File: config.mk
export PLATFORM = sky130hd
export DESIGN_NAME = seg7_scan_decoder
export DESIGN_NICKNAME = d
export VERILOG_FILES = /design/src/rtl/seg7_scan_decoder.sv
export SDC_FILE = /design/constraint.sdc
export NUM_CORES = 1
export LEC_CHECK = 0
export BUFFER_PORTS_ARGS = -buffer_cell sky130_fd_sc_hd__clkbuf_2
export CORE_AREA = 2 2 76 78
export CTS_CLUSTER_SIZE = 16
export DETAILED_ROUTE_END_ITERATION = 6
export DIE_AREA = 0 0 78 80
export GPL_TIMING_DRIVEN = 0
export PLACE_DENSITY = 0.5
export SYNTH_ARGS = -nofsm -noshare
export SYNTH_HDL_FRONTEND = slang
export SYNTH_SLANG_ARGS = --single-unit
export TNS_END_PERCENT = 20
File: constraint.sdc
create_clock -name clk -period 6.8 [get_ports clk]
set_clock_uncertainty 0.15 [all_clocks]
set_input_delay 1.36 -clock clk [delete_from_list [all_inputs] [get_ports clk]]
set_output_delay 1.36 -clock clk [all_outputs]
set_load 0.005 [all_outputs]
File: src/rtl/seg7_scan_decoder.sv
// ---------------------------------------------------------------------------
// seg7_scan_decoder
//
// Purpose:
//   Watches a multiplexed, active-low 3-digit 7-segment display bus and
//   recovers the BCD digit shown on each position. A digit is captured only
//   after the bus ({an_n, seg_n}) has held the same value with exactly one
//   anode active for STABLE_CYCLES consecutive samples.
//
// Ports:
//   clk    in   1  system clock, rising edge
//   rst_n  in   1  asynchronous active-low reset
//   seg_n  in   7  segments, active-low, [6:0] = A,B,C,D,E,F,G
//   an_n   in   3  digit enables, active-low; [0]->d1, [1]->d2, [2]->d3
//   clear  in   1  synchronous clear of digits / valid / seen mask
//   d1     out  4  recovered digit 1
//   d2     out  4  recovered digit 2
//   d3     out  4  recovered digit 3
//   valid  out  1  every digit captured at least once since reset/clear
//   upd    out  1  one-cycle pulse: a capture set a digit new or changed it
//   err    out  1  one-cycle pulse: captured pattern is neither 0-9 nor blank
//
// Configuration:
//   SEG7DEC_SYNC_EN  when defined, seg_n/an_n pass through a 2-flop
//                    synchronizer before sampling (adds 2 cycles latency).
// ---------------------------------------------------------------------------
module seg7_scan_decoder #(
  parameter  int STABLE_CYCLES = 4,
  localparam int CNT_W         = $clog2(STABLE_CYCLES + 1)
) (
  input  logic       clk,
  input  logic       rst_n,
  input  logic [6:0] seg_n,
  input  logic [2:0] an_n,
  input  logic       clear,
  output logic [3:0] d1,
  output logic [3:0] d2,
  output logic [3:0] d3,
  output logic       valid,
  output logic       upd,
  output logic       err
);

  typedef enum logic [1:0] {IDLE, TRACK, HOLD} state_t;

  localparam logic [CNT_W-1:0] CNT_CAPTURE = CNT_W'(STABLE_CYCLES - 1);
  localparam logic [CNT_W-1:0] CNT_MAX     = CNT_W'(STABLE_CYCLES);

  state_t           state, state_next;
  logic [9:0]       din;
  logic [9:0]       smp;
  logic [CNT_W-1:0] cnt;
  logic [2:0]       seen;
  logic             changed;
  logic             capture;
  logic [2:0]       cap_an;
  logic [6:0]       cap_seg;
  logic [4:0]       dec;
  logic             blank;

  // Returns {recognised, value}; recognised is 0 for anything but 0-9.
  function automatic logic [4:0] decode(input logic [6:0] s);
    case (s)
      7'b0000001: decode = 5'b1_0000;
      7'b1001111: decode = 5'b1_0001;
      7'b0010010: decode = 5'b1_0010;
      7'b0000110: decode = 5'b1_0011;
      7'b1001100: decode = 5'b1_0100;
      7'b0100100: decode = 5'b1_0101;
      7'b0100000: decode = 5'b1_0110;
      7'b0001111: decode = 5'b1_0111;
      7'b0000000: decode = 5'b1_1000;
      7'b0000100: decode = 5'b1_1001;
      default:    decode = 5'b0_0000;
    endcase
  endfunction

  function automatic logic one_low(input logic [2:0] a);
    one_low = (a == 3'b110) || (a == 3'b101) || (a == 3'b011);
  endfunction

`ifdef SEG7DEC_SYNC_EN
  logic [9:0] sync1, sync2;

  // Pins are asynchronous in this build: two flops before the sample register.
  // Reset to the idle-bus value so nothing looks active coming out of reset.
  always_ff @(posedge clk or negedge rst_n) begin
    if (!rst_n) begin
      sync1 <= '1;
      sync2 <= '1;
    end else begin
      sync1 <= {an_n, seg_n};
      sync2 <= sync1;
    end
  end

  assign din = sync2;
`else
  assign din = {an_n, seg_n};
`endif

  assign changed = (din != smp);
  assign capture = (state == TRACK) && (cnt == CNT_CAPTURE);
  assign cap_an  = smp[9:7];
  assign cap_seg = smp[6:0];
  assign dec     = decode(cap_seg);
  assign blank   = (cap_seg == 7'b1111111);
  assign valid   = &seen;

  // Sample register plus stability counter. The counter tells how many edges
  // the current sample has been repeated; it saturates so HOLD never wraps it
  // back onto the capture value.
  always_ff @(posedge clk or negedge rst_n) begin
    if (!rst_n) begin
      smp <= '1;
      cnt <= '0;
    end else begin
      smp <= din;
      if (clear || changed) begin
        cnt <= '0;
      end else if (cnt != CNT_MAX) begin
        cnt <= cnt + 1'b1;
      end
    end
  end

  // FSM state register.
  always_ff @(posedge clk or negedge rst_n) begin
    if (!rst_n) begin
      state <= IDLE;
    end else begin
      state <= state_next;
    end
  end

  // Next-state logic. A capture in TRACK happens on the same edge that moves
  // to HOLD; a simultaneous bus change still lets that capture complete since
  // the stable value already sits in smp.
  always_comb begin
    state_next = state;
    case (state)
      IDLE: begin
        if (one_low(din[9:7])) state_next = TRACK;
      end
      TRACK: begin
        if (changed)                 state_next = one_low(din[9:7]) ? TRACK : IDLE;
        else if (cnt == CNT_CAPTURE) state_next = HOLD;
      end
      HOLD: begin
        if (changed) state_next = one_low(din[9:7]) ? TRACK : IDLE;
      end
      default: state_next = IDLE;
    endcase
    if (clear) state_next = IDLE;
  end

  // Digit capture. Blank patterns are dropped silently, unknown patterns
  // only raise err, and clear overrides a capture on the same edge.
  always_ff @(posedge clk or negedge rst_n) begin
    if (!rst_n) begin
      d1   <= '0;
      d2   <= '0;
      d3   <= '0;
      seen <= '0;
      upd  <= 1'b0;
      err  <= 1'b0;
    end else if (clear) begin
      d1   <= '0;
      d2   <= '0;
      d3   <= '0;
      seen <= '0;
      upd  <= 1'b0;
      err  <= 1'b0;
    end else begin
      upd <= 1'b0;
      err <= 1'b0;
      if (capture) begin
        if (dec[4]) begin
          case (cap_an)
            3'b110: begin
              d1      <= dec[3:0];
              seen[0] <= 1'b1;
              upd     <= !seen[0] || (d1 != dec[3:0]);
            end
            3'b101: begin
              d2      <= dec[3:0];
              seen[1] <= 1'b1;
              upd     <= !seen[1] || (d2 != dec[3:0]);
            end
            3'b011: begin
              d3      <= dec[3:0];
              seen[2] <= 1'b1;
              upd     <= !seen[2] || (d3 != dec[3:0]);
            end
            default: ;
          endcase
        end else if (!blank) begin
          err <= 1'b1;
        end
      end
    end
  end

endmodule

; Word-level counts from Yosys, hierarchy flattened
; Cells that the tools add are included.
[word_totals]
input_bits = 13
reg_bits = 32
out_inout_bits = 15
[classes]
n_reduce_logical = 23
muxes = 36
eq_ne = 27
add_sub_neg = 1
[op_table]
columns = op, n
row1 = one-hot mux 5 bit (10 select lines), 1
row2 = 2-to-1 mux 4 bit, 12
row3 = equality test 7 bit (second input constant), 3
row4 = 2-to-1 mux 3 bit, 5
row5 = AND reduction 3 bit, 5
row6 = equality test 7 x 3 -> 1 bit (second input constant), 2
row7 = equality test 7 x 6 -> 1 bit (second input constant), 2
row8 = equality test 3 bit (second input constant), 4
row9 = != test 4 bit, 3
row10 = nonzero test 2 bit, 6
row11 = 2-to-1 mux 1 bit, 11
row12 = 2-to-1 mux 2 bit, 5
row13 = != test 10 bit, 1
row14 = equality test 3 x 2 -> 1 bit (second input constant), 3
row15 = != test 3 bit (second input constant), 3
row16 = equality test 7 x 1 -> 1 bit (second input constant), 1
row17 = equality test 7 x 4 -> 1 bit (second input constant), 1
row18 = equality test 7 x 5 -> 1 bit (second input constant), 1
row19 = logical NOT 7 bit, 1
row20 = logical OR 1 bit, 6
row21 = one-hot mux 2 bit (3 select lines), 1
row22 = != test 4 x 3 -> 1 bit (second input constant), 1
row23 = adder 3 x 1 -> 3 bit (second input constant), 1
row24 = logical NOT 1 bit, 3
row25 = other kinds (5), 5

; Longest topological paths before layout
; Gate-level depths: netlist of run 1.
[logic_depth]
word_depth = 8
depth_mapped = 8
depth_no_buf = 7

; Worst setup path after synthesis of run 1
; No wires, ideal clock.
[synth_timing]
path_type = in2reg
from = input seg_n[3]
to = register state[0]
path_stages = 5
path_buffers = 0
arrival_time_ps = 2428
slack_ps = 4144
cell_sequence = xor2_1 -> nor4_1 -> nand4_1 -> or4_1 -> a21oi_1
[synth_via]
elab_chain_cells = 4
elab_cells_between_ends = 7
classes_between = eq/ne (3) / mux (3) / reduce/logical (1)
[synth_rtl]
columns = element, line
row1 = from (decl), 33  ; input logic [6:0] seg_n,
row2 = != test 10 bit (*), 102  ; assign changed = (din != smp);
row3 = 2-to-1 mux 2 bit, 146  ; if (changed) state_next = one_low(din[9:7]) ? TRACK : IDLE;
row4 = one-hot mux 2 bit (3 select lines), 141  ; case (state)
row5 = 2-to-1 mux 2 bit, 154  ; if (clear) state_next = IDLE;
row6 = to (signal assigned), 132  ; state <= state_next;
row7 = to (decl), 49  ; state_t state, state_next;
; Mark *: on every way between the ends. The rest lies on a longest branch, timed or not.
; A chain may end at the register's enable or synchronous reset.

; Worst setup path after layout of run 1
; Same ends and word-level chain as after synthesis.

==> metrics, run 1 <==
status finished, final reports clean; Syn Nets approximately 190; root buffer cell clkbuf_8; Initial Util 0.327; Inserted Diodes 0; Crit. Startpoint seg_n[3]; Setup CP Type in2reg; Worst-path clk slew 0.06 ns; FF+latch count, synth 32; CTS Buffer Depth 2; Core Util, Final 0.385; residual DRC count 0; Critical Path RT ~6.9 ns; crit end category flop; pwr dens about 180 nW/um^2; XOR/XNOR Fraction of Synth Area 0.119; mux cell area share after synthesis 0.0226; vias in the first global route 1381; CTS tree done; I/O Buffers 27; RSZ-0062 raised after global routing no; TritonCTS buffer count 5; CTS Sinks 32; first-pass GRT wire length around 6.6 mm; Fin. Hold Viols 0; Final Power 0.379 mW; layout cells sized above 1 0.286; Min-Delay Path Class reg2reg; number of I/O pins 28; setup repair bufs after CTS 0; Fin Setup TNS 0 ns; Syn. warnings 0; final WL 3.74 mm; full die area roughly 6200 um^2; chip height 80 um; PostCTS Resize Cnt 0; Synth async-reset ratio 1.00; Slew HR 0.457; Wirelength per Cell 13.5 um; IR drop worst, VDD 0.0000793 V; post-synthesis simple-gate area fraction 0.182; largest net degree at the start of global routing 33; GPL Wtd Cong ~0.70; Post-DRT Antenna Nets 0; Clock Latency Late Sink about 0.27 ns; Max Slew Vio Count 0; post-synthesis compound-gate area fraction 0.146; Pre-antenna DRT Iters 4; adder-cell share of the synthesized area 0.0269; Synth-to-Final Area Change 17.8%; initial antenna violation count 0; cells after synthesis roughly 170; cts hold-fix bufs 0; max_cap viols 0; Worst Path Arrival between 2 and 3 ns; largest family of logic cells by synthesized area simple AND/OR/NAND/NOR gates; min Tclk post-route 2.65 ns; hpwl dp 2.83 mm; crit path launch type input pin; GRT Util Overall 0.134; Tcrit/Tclk final 0.390; Netlist cell types 41; die width 78 um; ys flop type dfrtp_1; DR iter-0 viols 89; origin of the worst min-delay path seen[0]; fin nets 221; EDFF count, synth 0; gr ovfl total 0; Leak 0.863 nW; Netlist Area Pre-Place 1770 um^2; CORE AREA 5410 um^2; H-tree depth 2; via/cell ratio ~4.7; top fanout value on the critical path 3; reg-to-reg startpoint smp[0]; Avg Cell Area, Syn 10.3 um^2; post-synthesis sequential area ratio 0.460; actual slew at the worst max-slew pin ~0.81 ns; FP Rows 27; Via Count 1314; # setup viols final 0; fmax between 0.3 and 0.4 GHz
-- path summary, 6_finish.rpt --
| path | endpoint | cells after the start | slack [ns] |
|---|---|---|---|
| min in group asynchronous | state[0] | 1 | 1.02 |
| max in group asynchronous | err | 1 | 4.97 |
| max | state[0] | 6 | 4.15 |
| min reg2reg | seen[0] | 2 | 0.37 |
| min | seen[0] | 2 | 0.37 |
| max reg2reg | upd | 7 | 4.23 |
-- critical path, cell delays in order --
cell and delay [ns]:
clkbuf_2 0.10, xor2_1 0.15, nor4_1 0.32, nand4_1 0.19, or4_1 0.43, a21oi_1 0.15
-- layout by cell type (no fill, tap or decap), types with 9 or more instances in the layout --
master,instances
a21oi_1,11
clkbuf_2,27
nand2_1,12
dfrtp_1,22
inv_1,9
xnor2_1,13
xor2_1,11
nor2_1,19
dfstp_2,10
-- flip-flops by register name, summed over array words and instances, names as in the netlist, 2 cells and up --
name   cells
cnt        3
d1         4
d2         4
d3         4
seen       3
smp       10
state      2
-- routing by layer --
layer / vias up / wire length (um) / global-route usage
li1: 671 / - / -
met1: 623 / 1810 / 0.172
met2: 18 / 1820 / 0.221
met3: 2 / 82 / 0.0373
met4: 0 / 25 / 0.0421
met5: - / 0 / 0
-- kinds of logic after synthesis --
family	Yosys count
AOI/OAI and AO/OA	30
xor gates and xnor gates	24
adders and majority gates	4
buffers and inverters	16
DFF	32
muxes	4
and+or+nand+nor	61
-- where the power goes --
part / internal [mW] / leakage, nW / switching [mW] / total [mW]
sequential: 0.196 / 0.412 / 0.00373 / 0.200
clock: 0.0825 / 0.0455 / 0.0647 / 0.147
combinational: 0.0124 / 0.405 / 0.0192 / 0.0316
total: 0.291 / 0.863 / 0.0877 / 0.379
-- stage by stage --
stage                     cells  setup slack [ns]  hold slack (ns)  area [um^2]
after floorplan             171              4.14            0.330         1770
after global placement      270              3.82            0.351         1990
after detailed placement    270              3.85            0.364         1990
after CTS                   278              4.13            0.382         2080
after global routing        278              4.04            0.429         2080
final                       278              4.15            0.373         2080
-- area by class of cell --
type,count,area [um^2]
Fill cell,553,3320
Inverter,9,33.8
Buffer,7,43.8
Clock buffer,8,90.1
Timing Repair Buffer,27,135
Multi-Input combinational cell,123,877
Sequential cell,32,813
Tap cell,72,90.1
-- Yosys cell counts (2+ instances only) --
cell type | number | area, um^2
a211oi_1 | 6 | 45.0
a21oi_1 | 11 | 55.1
and3_1 | 2 | 12.5
and3_2 | 3 | 22.5
buf_2 | 2 | 10.0
buf_6 | 2 | 22.5
clkbuf_1 | 3 | 11.3
dfrtp_1 | 22 | 551
dfstp_2 | 10 | 263
ha_1 | 3 | 37.5
inv_1 | 9 | 33.8
mux2i_1 | 4 | 40.0
nand2_1 | 12 | 45.0
nand2b_1 | 3 | 18.8
nand3_1 | 3 | 15.0
nand4_1 | 3 | 18.8
nor2_1 | 19 | 71.3
nor3_1 | 2 | 10.0
nor4_1 | 5 | 31.3
o311ai_1 | 2 | 17.5
or3_1 | 3 | 18.8
xnor2_1 | 13 | 114
xor2_1 | 11 | 96.3
Note: power is estimated with default switching activity, not from simulation.
==> run 2: changes to the inputs <==
Clock period 6.8 ns to 2.7 ns, I/O delays scaled along.
==> run 2 against run 1 <==
Final cell count is 0.36% higher. Combinational power grew to 2.5 times the previous value. Global-route usage stayed put. Setup slack worse by 4.0 ns. Sequential cell count stayed put. Sequential share of layout area is 0.26 points lower. First-iteration DRC count is 19% lower. Routed wire length is 0.51% lower. Hold slack worse by 0.18 ns. Clock-buffer cell count stayed put. Power grew to 2.5 times the previous value. Register-to-register slack worse by 4.1 ns. Critical path type is now reg2reg. Largest power group unchanged.
==> metrics, run 2 (synthesized netlist as in run 1, its figures left out) <==
layout cells sized above 1 0.295; crit-path cells or3b_4 > nand2b_4 > o211a_4 > buf_6 > a211oi_4 > mux2i_1 > nor2_1; Fin. Hold Viols 0; Synth-to-Final Area Change 18.6%; Post-DRT Antenna Nets 0; Pre-antenna DRT Iters 4; CTS tree done; pwr dens 456 nW/um^2; number of I/O pins 28; chip height 80 um; crit end category flop; critical path's top delay family compound AO/OA/AOI/OAI gates; top fanout value on the critical path 10; max_cap viols 0; fmax 0.395 GHz; cts hold-fix bufs 0; final WL 3.72 mm; via/cell ratio approximately 4.7; min Tclk post-route 2.53 ns; most common cell after layout, fill and taps aside clkbuf_2; CORE AREA roughly 5400 um^2; Fin Setup TNS 0 ns; leading cell types in the layout, fill and taps excluded clkbuf_2 (27), dfrtp_1 (22), nor2_1 (19); first-pass GRT wire length between 6 and 7 mm; IR drop worst, VDD ~0.00020 V; number of flip-flops under the largest register name 10; crit path launch type flop; TritonCTS buffer count 5; GPL Wtd Cong 0.700; FF-to-FF End d2[3]; Leak approximately 0.87 nW; Setup CP Type reg2reg; Slew HR 0.458; status finished, final reports clean; die width 78 um; CTS Sinks 32; fin nets between 200 and 250; pre-CTS setup slack 0.126 ns; Worst Path Buf+Inv 1; CTS Buffer Depth 2; gr ovfl total 0; Crit path largest cell delay 0.56 ns; # setup viols final 0; residual DRC count 0; Reg2Reg Depth 7; FP Rows 27; RSZ-0062 raised after global routing no; Inserted Diodes 0; I/O Buffers 27; Critical Path RT approximately 2.7 ns; Setup WS post-layout 0.168 ns; Wirelength per Cell approximately 13 um; root buffer cell clkbuf_8; H-tree depth 2; Via Count around 1300; vias in the first global route 1381; Tcrit/Tclk final 0.938; register-to-register setup slack 0.17 ns; Max stage delay cell, worst path dfstp_2; DR iter-0 viols 72; largest net degree at the start of global routing 33; actual slew at the worst max-slew pin 0.813 ns; hpwl dp around 2.8 mm; Min-Delay Path Class in2async; Max Slew Vio Count 0; initial antenna violation count 0; Worst Path Arrival 2.53 ns; Clock Latency Late Sink 0.27 ns; reg-to-reg startpoint smp[0]; Biggest register smp; GRT Util Overall 0.134; Worst-path clk slew ~0.060 ns; Initial Util 0.327; full die area 6240 um^2
==> run 2: where the power goes <==
part / switching (mW) / internal (mW)
clock network: 0.165 / 0.208
registers: 0.00940 / 0.495
logic: 0.0488 / 0.0314
total: 0.223 / 0.734
==> run 2: cell type report <==
| class | instances | area (um^2) |
|---|---|---|
| clock buffer | 8 | 90.1 |
| buffer | 7 | 43.8 |
| tap | 72 | 90.1 |
| inverter | 9 | 33.8 |
| fill | 553 | 3310 |
| multi-input combinational | 123 | 883 |
| timing repair buffer | 28 | 143 |
| sequential | 32 | 813 |
==> run 2: timing repair <==
action | in CTS | in global routing
endpoints found under the setup margin | 0 | 2
setup buffers | 0 | 1
resized for setup | 0 | 2
==> run 2: worst max-delay path by stage <==
stage                 from  endpoint  slack (ns)  depth (start not counted)
CTS                 smp[0]       upd        0.11                          7
detailed placement  smp[0]       upd        0.13                          7
global route        smp[0]     d2[0]        0.03                          7
finish              smp[0]     d2[3]        0.17                          7
global placement    smp[0]       upd        0.11                          7
floorplan           smp[0]     d3[0]        0.35                          6
==> run 2: routing by layer <==
layer,routed length (um),global-route usage,vias to the layer above
met5,0,0,-
met4,41,0.0421,0
met2,1800,0.221,28
met1,1740,0.172,614
li1,-,-,672
met3,139,0.0373,5
==> run 2: metrics by stage <==
step | instances | utilization | instance area, um^2 | power, mW | hold WS [ns]
after floorplan | 171 | - | 1770 | 0.559 | 0.0944
after global placement | 270 | 0.369 | 1990 | 0.594 | 0.351
after detailed placement | 270 | 0.369 | 1990 | 0.594 | 0.364
after CTS | 278 | 0.385 | 2080 | 0.974 | 0.202
after global routing | 279 | 0.388 | 2100 | 1.01 | 0.197
final | 279 | 0.388 | 2100 | 0.957 | 0.197
==> run 3: changes to the inputs <==
Settings changed: ABC_AREA set to 1, CORE_AREA 2 2 76 78 to 2 2 81 83, DIE_AREA 0 0 78 80 to 0 0 83 85.
==> run 3 against run 2 <==
Synthesized cell count is 65% higher. Routed wire length is 21% higher. Power is 5.0% higher. Clock-buffer cell count stayed put. Setup slack better by 0.55 ns. Critical endpoint is now upd.
==> metrics, run 3 <==
Syn Nets approximately 300; cts hold-fix bufs 0; count leader, synth nand2_1; largest net degree at the start of global routing 33; critical path's top delay family simple AND/OR/NAND/NOR gates; Inserted Diodes 0; most common cell after layout, fill and taps aside nand2_1; I/O Buffers 26; switching power between 0.2 and 0.3 mW; Synth async-reset ratio 1.00; Worst-path clk slew around 0.070 ns; # setup viols final 0; Crit path largest cell delay 0.58 ns; number of I/O pins 28; die width 83 um; layout cells sized above 1 0.241; Biggest register smp; leading cell types in the layout, fill and taps excluded nand2_1 (80), inv_1 (44), nor2_1 (31); full die area 7060 um^2; Min-Delay Path Class in2async; Slew HR 0.437; residual DRC count 0; via/cell ratio 4.42; Setup CP Type reg2reg; Fin. Hold Viols 0; final instance area 2360 um^2; status finished, final reports clean; Worst Path Arrival approximately 2.0 ns; Pre-antenna DRT Iters 4; Synth area leaders dfrtp_1 (27%), nand2_1 (15%), dfstp_2 (13%); cell mode on critical path nand2_1; Syn. warnings 0; Avg Cell Area, Syn 7.24 um^2; Fin Setup TNS 0 ns; crit end category flop; GRT Util Overall 0.140; max_cap viols 0; Yosys top cell area share 0.270; Clk pwr share 0.379; combinational power share 0.108; Max stage delay cell, worst path dfstp_2; Leak 1.23 nW; Initial Util 0.329; Sw Share 0.259; Via Count 1736; first-pass GRT wire length between 8 and 9 mm; gr ovfl total 0; PostCTS Resize Cnt 0; number of flip-flops under the largest register name 10; Clock Latency Late Sink 0.28 ns; actual slew at the worst max-slew pin 0.845 ns; chip height 85 um; fin nets 331; H-tree depth 2; CTS tree done; hpwl dp roughly 3.6 mm; Synth-to-Final Area Change 15.5%; Post-DRT Antenna Nets 0; pwr dens 426 nW/um^2; min Tclk post-route around 2.0 ns; TritonCTS buffer count 5; Critical Path RT 2.72 ns; Netlist cell types 26; DR iter-0 viols between 60 and 70; EDFF count, synth 0; FF+latch count, synth 32; Wirelength per Cell 11.4 um; Yosys top cell by area dfrtp_1; fill count 651; GPL Wtd Cong 0.842; Max Slew Vio Count 0; placement-stage cell area 2270 um^2; Reg power frac 0.513; CTS Buffer Depth 2; vias in the first global route about 1700; Int Power 0.744 mW; fmax 0.504 GHz; final WL between 4 and 5 mm; crit-path cells nor2_1 > nand2_1 > nor2_2 > nor2_2 > nand2_2 > nand2_1 > nand2_1 > nor2_1 > nand3_1 > nand2_1 > nand2_1 > nand2_1 > nand2_1; crit path launch type flop; initial antenna violation count 0; ys flop type dfrtp_1; RSZ-0062 raised after global routing no; root buffer cell clkbuf_8; top fanout value on the critical path 5; cells after synthesis between 200 and 300; Worst Path Buf+Inv 0; Netlist Area Pre-Place ~2000 um^2; placed cells 385; setup repair bufs after CTS 0; IR drop worst, VDD between 0.0002 and 0.00025 V; FP Rows 29; Layout Cells excl Fill 393; most common library cells after synthesis nand2_1 (80), inv_1 (44), nor2_1 (31); Final Power 1.00 mW; post-synthesis sequential area ratio 0.399; CTS Sinks 32; CORE AREA ~6200 um^2; Tcrit/Tclk final 0.734
run 3: changes by cell type after synthesis, moves of 4 or more:
cell	delta
nor2_4	+9
nor3_1	+5
xnor2_1	-12
o21ai_0	+9
a211oi_1	-6
nor2_2	+4
nand3_1	+11
nand2_1	+68
inv_1	+35
nand2_2	+7
inv_2	+6
mux2i_1	-4
nor4_1	-4
nor2_1	+12
run 3: power groups by stage:
stage                     Sequential (mW)  Clock (mW)  Combinational [mW]
after floorplan                     0.520           0              0.0728
after global placement              0.523           0               0.110
after detailed placement            0.524           0               0.110
after CTS                           0.515       0.399               0.111
after global routing                0.518       0.416               0.125
final                               0.515       0.380               0.109
run 3: worst register-to-register path: stages (launching register included):
cell and delay, ns:
dfstp_2 0.58, nor2_1 0.06, nand2_1 0.12, nor2_2 0.06
nor2_2 0.26, nand2_2 0.12, nand2_1 0.07, nand2_1 0.05
nor2_1 0.09, nand3_1 0.10, nand2_1 0.08, nand2_1 0.04
nand2_1 0.05, nand2_1 0.05
run 3: cell type report:
| class | count | area (um^2) | share of cell area |
|---|---|---|---|
| timing repair buffer | 26 | 130 | 0.0552 |
| clock buffer | 8 | 90.1 | 0.0382 |
| buffer | 1 | 7.51 | 0.00318 |
| tap | 77 | 96.3 | 0.0409 |
| multi-input combinational | 199 | 1030 | 0.438 |
| inverter | 50 | 188 | 0.0796 |
| sequential | 32 | 813 | 0.345 |
run 3: logic make-up after synthesis:
logic type / after synthesis / share of synthesized area
AO/OA/AOI/OAI: 23 / 0.0632
XOR/XNOR: 9 / 0.0386
adder cells (fa/ha/maj): 3 / 0.0184
buffers and inverters: 51 / 0.0956
flip-flops: 32 / 0.399
AND/OR/NAND/NOR: 164 / 0.386
run 3: worst paths after layout:
kind | from | endpoint | slack (ns) | depth (start not counted)
max in group asynchronous | rst_n | d1[2] | 1.67 | 1
worst min register to register | d3[3] | d3[3] | 0.35 | 2
worst max register to register | smp[4] | upd | 0.72 | 13
min in group clk | seg_n[5] | smp[5] | 0.21 | 1
worst max-delay path | smp[4] | upd | 0.72 | 13
worst min-delay path | rst_n | cnt[1] | 0.21 | 1
run 3: metal layers:
layer  share of wire  track usage  wire, um
met1            0.50        0.183      2230
met2            0.46        0.229      2070
met3           0.033       0.0360       146
met4          0.0091       0.0402        41
met5               0            0         0
run 3: stage by stage:
| stage | hold slack (ns) | util | setup slack, ns |
|---|---|---|---|
| after floorplan | 0.0944 | - | 0.942 |
| after global placement | 0.351 | 0.365 | 0.695 |
| after detailed placement | 0.349 | 0.365 | 0.690 |
| after CTS | 0.202 | 0.380 | 0.695 |
| after global routing | 0.193 | 0.380 | 0.496 |
| final | 0.210 | 0.380 | 0.717 |
